--- config.mk ---
export PLATFORM = sky130hd
export DESIGN_NAME = data_cache
export DESIGN_NICKNAME = d
export VERILOG_FILES = /design/src/rtl/cache_pkg.sv /design/src/rtl/load_extend.sv /design/src/rtl/data_cache.sv
export SDC_FILE = /design/constraint.sdc
export NUM_CORES = 2
export LEC_CHECK = 0
export CORE_MARGIN = 1
export CORE_UTILIZATION = 40
export DETAILED_ROUTE_END_ITERATION = 8
export SLEW_MARGIN = 25
export SYNTH_ARGS = -nofsm -noshare
export SYNTH_HDL_FRONTEND = slang
export SYNTH_SLANG_ARGS = --single-unit
--- constraint.sdc ---
create_clock -name clk -period 10.5 [get_ports clk]
set_clock_uncertainty 0.1 [all_clocks]
set_input_delay 1.575 -clock clk [delete_from_list [all_inputs] [get_ports clk]]
set_output_delay 1.575 -clock clk [all_outputs]
set_load 0.005 [all_outputs]
--- src/rtl/cache_pkg.sv ---
// Shared types for the L1 data cache: FSM states and RISC-V load/store width codes.
package cache_pkg;

  typedef enum logic {IDLE = 1'b0, FETCH = 1'b1} state_t;

  localparam logic [2:0] F3_B  = 3'd0;
  localparam logic [2:0] F3_H  = 3'd1;
  localparam logic [2:0] F3_W  = 3'd2;
  localparam logic [2:0] F3_BU = 3'd4;
  localparam logic [2:0] F3_HU = 3'd5;

  function automatic logic f3_load_ok(input logic [2:0] f3);
    return (f3 == F3_B) || (f3 == F3_H) || (f3 == F3_W) || (f3 == F3_BU) || (f3 == F3_HU);
  endfunction

  function automatic logic f3_store_ok(input logic [2:0] f3);
    return (f3 == F3_B) || (f3 == F3_H) || (f3 == F3_W);
  endfunction

  // Unsupported codes report misaligned so they never touch a line.
  function automatic logic f3_aligned(input logic [2:0] f3, input logic [1:0] off);
    case (f3)
      F3_B, F3_BU: return 1'b1;
      F3_H, F3_HU: return ~off[0];
      F3_W:        return off == 2'b00;
      default:     return 1'b0;
    endcase
  endfunction

endpackage

--- src/rtl/load_extend.sv ---
// Byte-lane select and sign/zero extension of a little-endian word for loads.
module load_extend
  import cache_pkg::*;
#(
  parameter int DATA_WIDTH = 32
) (
  input  logic [2:0]            func3,
  input  logic [1:0]            offset,
  input  logic [DATA_WIDTH-1:0] word,
  output logic [DATA_WIDTH-1:0] data_out
);

  logic [DATA_WIDTH-1:0] shifted;

  assign shifted = word >> {offset, 3'b000};

  always_comb begin
    data_out = '0;
    case (func3)
      F3_B:  data_out = {{(DATA_WIDTH-8){shifted[7]}}, shifted[7:0]};
      F3_H:  data_out = {{(DATA_WIDTH-16){shifted[15]}}, shifted[15:0]};
      F3_W:  data_out = shifted;
      F3_BU: data_out = {{(DATA_WIDTH-8){1'b0}}, shifted[7:0]};
      F3_HU: data_out = {{(DATA_WIDTH-16){1'b0}}, shifted[15:0]};
      default: data_out = '0;
    endcase
  end

endmodule

--- src/rtl/data_cache.sv ---
// Direct-mapped, one-word-line, write-through/no-allocate data cache in front of
// a combinational data memory. Load misses stall for exactly two cycles.
module data_cache
  import cache_pkg::*;
#(
  parameter int ADDR_WIDTH = 32,
  parameter int DATA_WIDTH = 32,
  parameter int INDEX_BITS = 6
) (
  input  logic                  clk,
  input  logic                  rst_n,
  input  logic                  read_enable,
  input  logic                  write_enable,
  input  logic [2:0]            func3,
  input  logic [ADDR_WIDTH-1:0] address,
  input  logic [DATA_WIDTH-1:0] write_data,
  output logic [DATA_WIDTH-1:0] data_out,
  output logic                  stall,
  input  logic                  flush,
  output logic                  mem_write_enable,
  output logic [2:0]            mem_func3,
  output logic [ADDR_WIDTH-1:0] mem_address,
  output logic [DATA_WIDTH-1:0] mem_write_data,
  input  logic [DATA_WIDTH-1:0] mem_data_out
);

  localparam int LINES = 1 << INDEX_BITS;
  localparam int TAG_W = ADDR_WIDTH - INDEX_BITS - 2;

  state_t state, state_next;

  logic [LINES-1:0]      valid_q;
  logic [TAG_W-1:0]      tag_q  [LINES];
  logic [DATA_WIDTH-1:0] data_q [LINES];

  logic [INDEX_BITS-1:0] index, end_index;
  logic [TAG_W-1:0]      tag;
  logic [1:0]            offset;
  logic                  aligned, tag_match, rd_req, wr_req;
  logic                  hit, load_miss, bypass, store_hit, store_split, crosses;
  logic [DATA_WIDTH-1:0] line_word, load_word, store_word;

  assign offset    = address[1:0];
  assign index     = address[INDEX_BITS+1:2];
  assign tag       = address[ADDR_WIDTH-1:INDEX_BITS+2];
  assign aligned   = f3_aligned(func3, offset);
  assign line_word = data_q[index];
  assign tag_match = valid_q[index] && (tag_q[index] == tag);

  assign rd_req      = (state == IDLE) && read_enable && !write_enable;
  assign wr_req      = (state == IDLE) && write_enable;
  assign hit         = rd_req && aligned && tag_match;
  assign load_miss   = rd_req && aligned && !tag_match;
  assign bypass      = rd_req && f3_load_ok(func3) && !aligned;
  assign store_hit   = wr_req && f3_store_ok(func3) && aligned && tag_match;
  assign store_split = wr_req && f3_store_ok(func3) && !aligned;

  // A misaligned word always spills into the next line; a halfword only from offset 3.
  assign crosses   = (func3 == F3_W) || (offset == 2'b11);
  assign end_index = index + INDEX_BITS'(crosses);

  load_extend #(.DATA_WIDTH(DATA_WIDTH)) u_load_extend (
    .func3    (func3),
    .offset   (offset),
    .word     (line_word),
    .data_out (load_word)
  );

  always_comb begin
    store_word = line_word;
    case (func3)
      F3_B: store_word[{offset, 3'b000} +: 8]  = write_data[7:0];
      F3_H: store_word[{offset, 3'b000} +: 16] = write_data[15:0];
      F3_W: store_word = write_data;
      default: store_word = line_word;
    endcase
  end

  always_comb begin
    state_next       = state;
    stall            = 1'b0;
    data_out         = '0;
    mem_write_enable = wr_req;
    mem_func3        = func3;
    mem_address      = address;
    mem_write_data   = write_data;
    case (state)
      IDLE: begin
        if (load_miss) begin
          stall      = 1'b1;
          state_next = FETCH;
        end
        if (hit)         data_out = load_word;
        else if (bypass) data_out = mem_data_out;
      end
      FETCH: begin
        stall            = 1'b1;
        mem_write_enable = 1'b0;
        mem_func3        = F3_W;
        mem_address      = {address[ADDR_WIDTH-1:2], 2'b00};
        state_next       = IDLE;
      end
      default: state_next = IDLE;
    endcase
    if (flush) state_next = IDLE;
  end

  always_ff @(posedge clk) begin
    if (!rst_n) begin
      state   <= IDLE;
      valid_q <= '0;
    end else begin
      state <= state_next;
      if (flush) begin
        valid_q <= '0;
      end else if (state == FETCH) begin
        valid_q[index] <= 1'b1;
      end else if (store_split) begin
        valid_q[index]     <= 1'b0;
        valid_q[end_index] <= 1'b0;
      end
    end
  end

  // Tag/data arrays carry no reset; valid_q alone decides whether they mean anything.
  always_ff @(posedge clk) begin
    if (rst_n && !flush && state == FETCH) begin
      tag_q[index]  <= tag;
      data_q[index] <= mem_data_out;
    end else if (store_hit) begin
      data_q[index] <= store_word;
    end
  end

endmodule

==> impl_metrics.env <==
export IMPL_fin_util=0.458
export IMPL_hold_class="reg2reg"
export IMPL_drt_first_pass_iters=9
export IMPL_outcome="finished, violations left"
export IMPL_cts_setup_buffers=0
export IMPL_port_buffers=204
export IMPL_clock_sinks=3649
export IMPL_cp_arrival_ns=8.80
export IMPL_totalPowerFinal_mw=30.9
export IMPL_layout_commonest_cell="edfxtp_1"
export IMPL_p_leak_nw=52.2
export IMPL_cts_buffer_depth=4
export IMPL_dieHeight_um=606
export IMPL_grt_max_degree=93
export IMPL_required_ns=8.83
export IMPL_path_cells="buf_8 > buf_4 > or2_2 > o22ai_1 > a31oi_1 > a21oi_1 > a221oi_1 > and4_1 > o211ai_1 > nor4_1 > nand4_1 > buf_4 > o21ai_0 > clkdlybuf4s50_1"
export IMPL_cts_tree="yes"
export IMPL_path_common_cell="buf_4"
export IMPL_grt_usage=0.299
export IMPL_grt_pass1_wl_um=751000
export IMPL_cts_hold_fix_buffers=0
export IMPL_slew_violations=0
export IMPL_cts_root_buffer="clkbuf_16"
export IMPL_detail_route_antenna_nets=0
export IMPL_die_w_um=606
export IMPL_postPlaceCellArea_um2=154000
export IMPL_synthCells=8294
export IMPL_hpwlAfterDp_um=326000
export IMPL_synth_edf_count=3584
export IMPL_fp_dieArea_um2=367000
export IMPL_tns_ns=0
export IMPL_num_rows=221
export IMPL_drc=9
export IMPL_clk_latency_ns=0.96
export IMPL_failed_checks="design-rule violations"
export IMPL_syn_nets=8407
export IMPL_setup_viol_count_final=0
export IMPL_ys_ff_latch=3649
export IMPL_end_kind="output pin"
export IMPL_crit_type="in2out"
export IMPL_finalInstanceArea_um2=166000
export IMPL_cts_inserted_buffers=367
export IMPL_maxCapViolations=0
export IMPL_worst_slack_ns=0.0237
export IMPL_syn_cell_area_um2=146000
export IMPL_worstSetupStartpointType="input pin"
export IMPL_gr_total_overflow=0
export IMPL_rsz0062_at_grt="false"
export IMPL_gp_congestion=0.923
export IMPL_nNetsFinal=8719
export IMPL_tightest_slew_ns=1.26
export IMPL_finalHoldViolations=0
export IMPL_antenna_found_initial=46
export IMPL_syn_to_final_growth_pct=13.8
export IMPL_vias=92100
export IMPL_p_per_area_nw_per_um2=186
export IMPL_maxSlewHeadroom=0.160
export IMPL_fill_cells=30600
export IMPL_ioPinCount=205
export IMPL_ys_types=99
export IMPL_max_stage_delay_ns=1.00
export IMPL_drtIter0Drc=17000
export IMPL_cts_max_level=5
export IMPL_cts_resized_gates=0
export IMPL_drive_gt1_frac=0.192
export IMPL_final_cell_mix="3584 x edfxtp_1, 504 x mux2i_1, 384 x buf_4"
export IMPL_layout_min_cycle_time_ns=10.48
export IMPL_yosysWarnings=0
export IMPL_ir_drop_v=0.000136
export IMPL_crit_family="simple AND/OR/NAND/NOR gates"
export IMPL_core_um2=363000
export IMPL_fin_crit_sh=0.998
export IMPL_routed_wirelength_um=561000
export IMPL_via_per_inst=6.71
export IMPL_clkTransAtPathRegs_ns=0.06
export IMPL_dp_slack_ns=0.685
export IMPL_initial_utilization=0.402
export IMPL_synth_ff_type="edfxtp_1"
export IMPL_avgSynthCellArea_um2=17.6
export IMPL_path_max_fanout=71
export IMPL_wire_per_inst_um=40.9
export IMPL_fmax_ghz=0.0955
export IMPL_critPathBufInv=4
export IMPL_ys_async_sr_fraction=0
export IMPL_grt_pass1_vias=87000
export IMPL_yosysSeqAreaShare=0.748
export IMPL_cpMaxStageDelayCell="nand4_1"
==> cells in the mapped netlist (26+ instances only) <==
library cell	n	area share
nand4_1	28	0.0012
buf_2	144	0.0049
inv_1	26	0.00067
o22ai_1	167	0.0072
a22o_1	46	0.0028
a221o_1	84	0.0058
a22oi_1	341	0.018
nand2_1	263	0.0068
a222oi_1	32	0.0022
nand3_1	106	0.0036
dfxtp_1	65	0.0089
o221ai_1	26	0.0016
mux4_2	261	0.040
buf_6	55	0.0043
a221oi_1	316	0.019
buf_1	67	0.0017
a211oi_1	85	0.0044
o21ai_0	233	0.0080
buf_4	135	0.0070
a21oi_1	247	0.0085
nor3_1	82	0.0028
o211a_1	34	0.0023
a31oi_1	109	0.0047
nor2_1	260	0.0067
edfxtp_1	3584	0.74
mux2_2	252	0.019
mux2i_1	509	0.035
clkbuf_1	273	0.0070
==> power by group <==
group	switching (mW)	total [mW]	internal (mW)	leakage, nW
Combinational	1.50	2.07	0.567	13.9
Sequential	0.000592	16.0	16.0	32.7
Clock	5.69	12.9	7.17	5.61
==> final timing paths <==
path	start	endpoint	slack (ns)	cells after the start
min	valid_q[30]	valid_q[30]	0.38	2
min reg2reg	valid_q[30]	valid_q[30]	0.38	2
max	address[4]	data_out[26]	0.02	14
max reg2reg	tag_q[21][21]	data_q[48][19]	3.96	12
==> worst reg2reg max path, delay by kind of cell (launching register included) <==
kind | cells | cell delay, ns
AOI/OAI and AO/OA | 6 | 3.05
xor gates and xnor gates | 1 | 0.16
DFF | 1 | 0.36
muxes | 1 | 0.27
buffers and inverters | 2 | 0.85
and+or+nand+nor | 2 | 1.36
==> layer usage <==
layer  GRT usage  vias to the layer above  part of all wire
li1            -                    34900                 -
met3      0.0771                     1665              0.13
met5           0                        -           0.00016
met2       0.456                     7905              0.44
met4       0.172                       16             0.070
met1       0.388                    47600              0.35
==> state kept, by name, indices dropped and copies added, names as in the netlist <==
register and cells:
state 1, data_q 2048, valid_q 64, tag_q 1536
==> per-stage QoR <==
stage / hold WS (ns) / std cells
6_report: 0.384 / 13700
5_1_grt: 0.392 / 13700
4_1_cts: 0.381 / 13700
3_5_place_dp: 0.373 / 13000
3_3_place_gp: 0.363 / 13000
2_1_floorplan: 0.353 / 8294
==> cells by family (layout without fill, tap and decap cells) <==
group           count (synthesis)  count (layout)  share of synthesized area
flops                        3649            3649                      0.748
compound gates               1937            1937                     0.0970
mux                          1032            1032                     0.0956
simple gates                  931             931                     0.0311
buf+inv                       712            1325                     0.0264
xor+xnor                       24              24                    0.00144
fa+ha+maj                       9               9                   0.000773
other cells                     0              23                          0
==> final cells by class <==
class | count | area (um2) | share of cell area
Antenna cell | 23 | 57.6 | 0.000347
Clock buffer | 465 | 9690 | 0.0584
Clock inverter | 205 | 1840 | 0.0111
Inverter | 31 | 130 | 0.000785
Multi-Input combinational cell | 3933 | 33700 | 0.203
Sequential cell | 3649 | 109000 | 0.657
Tap cell | 4794 | 6000 | 0.0362
Timing Repair Buffer | 624 | 5510 | 0.0332
(Power assumes the default switching activity.)
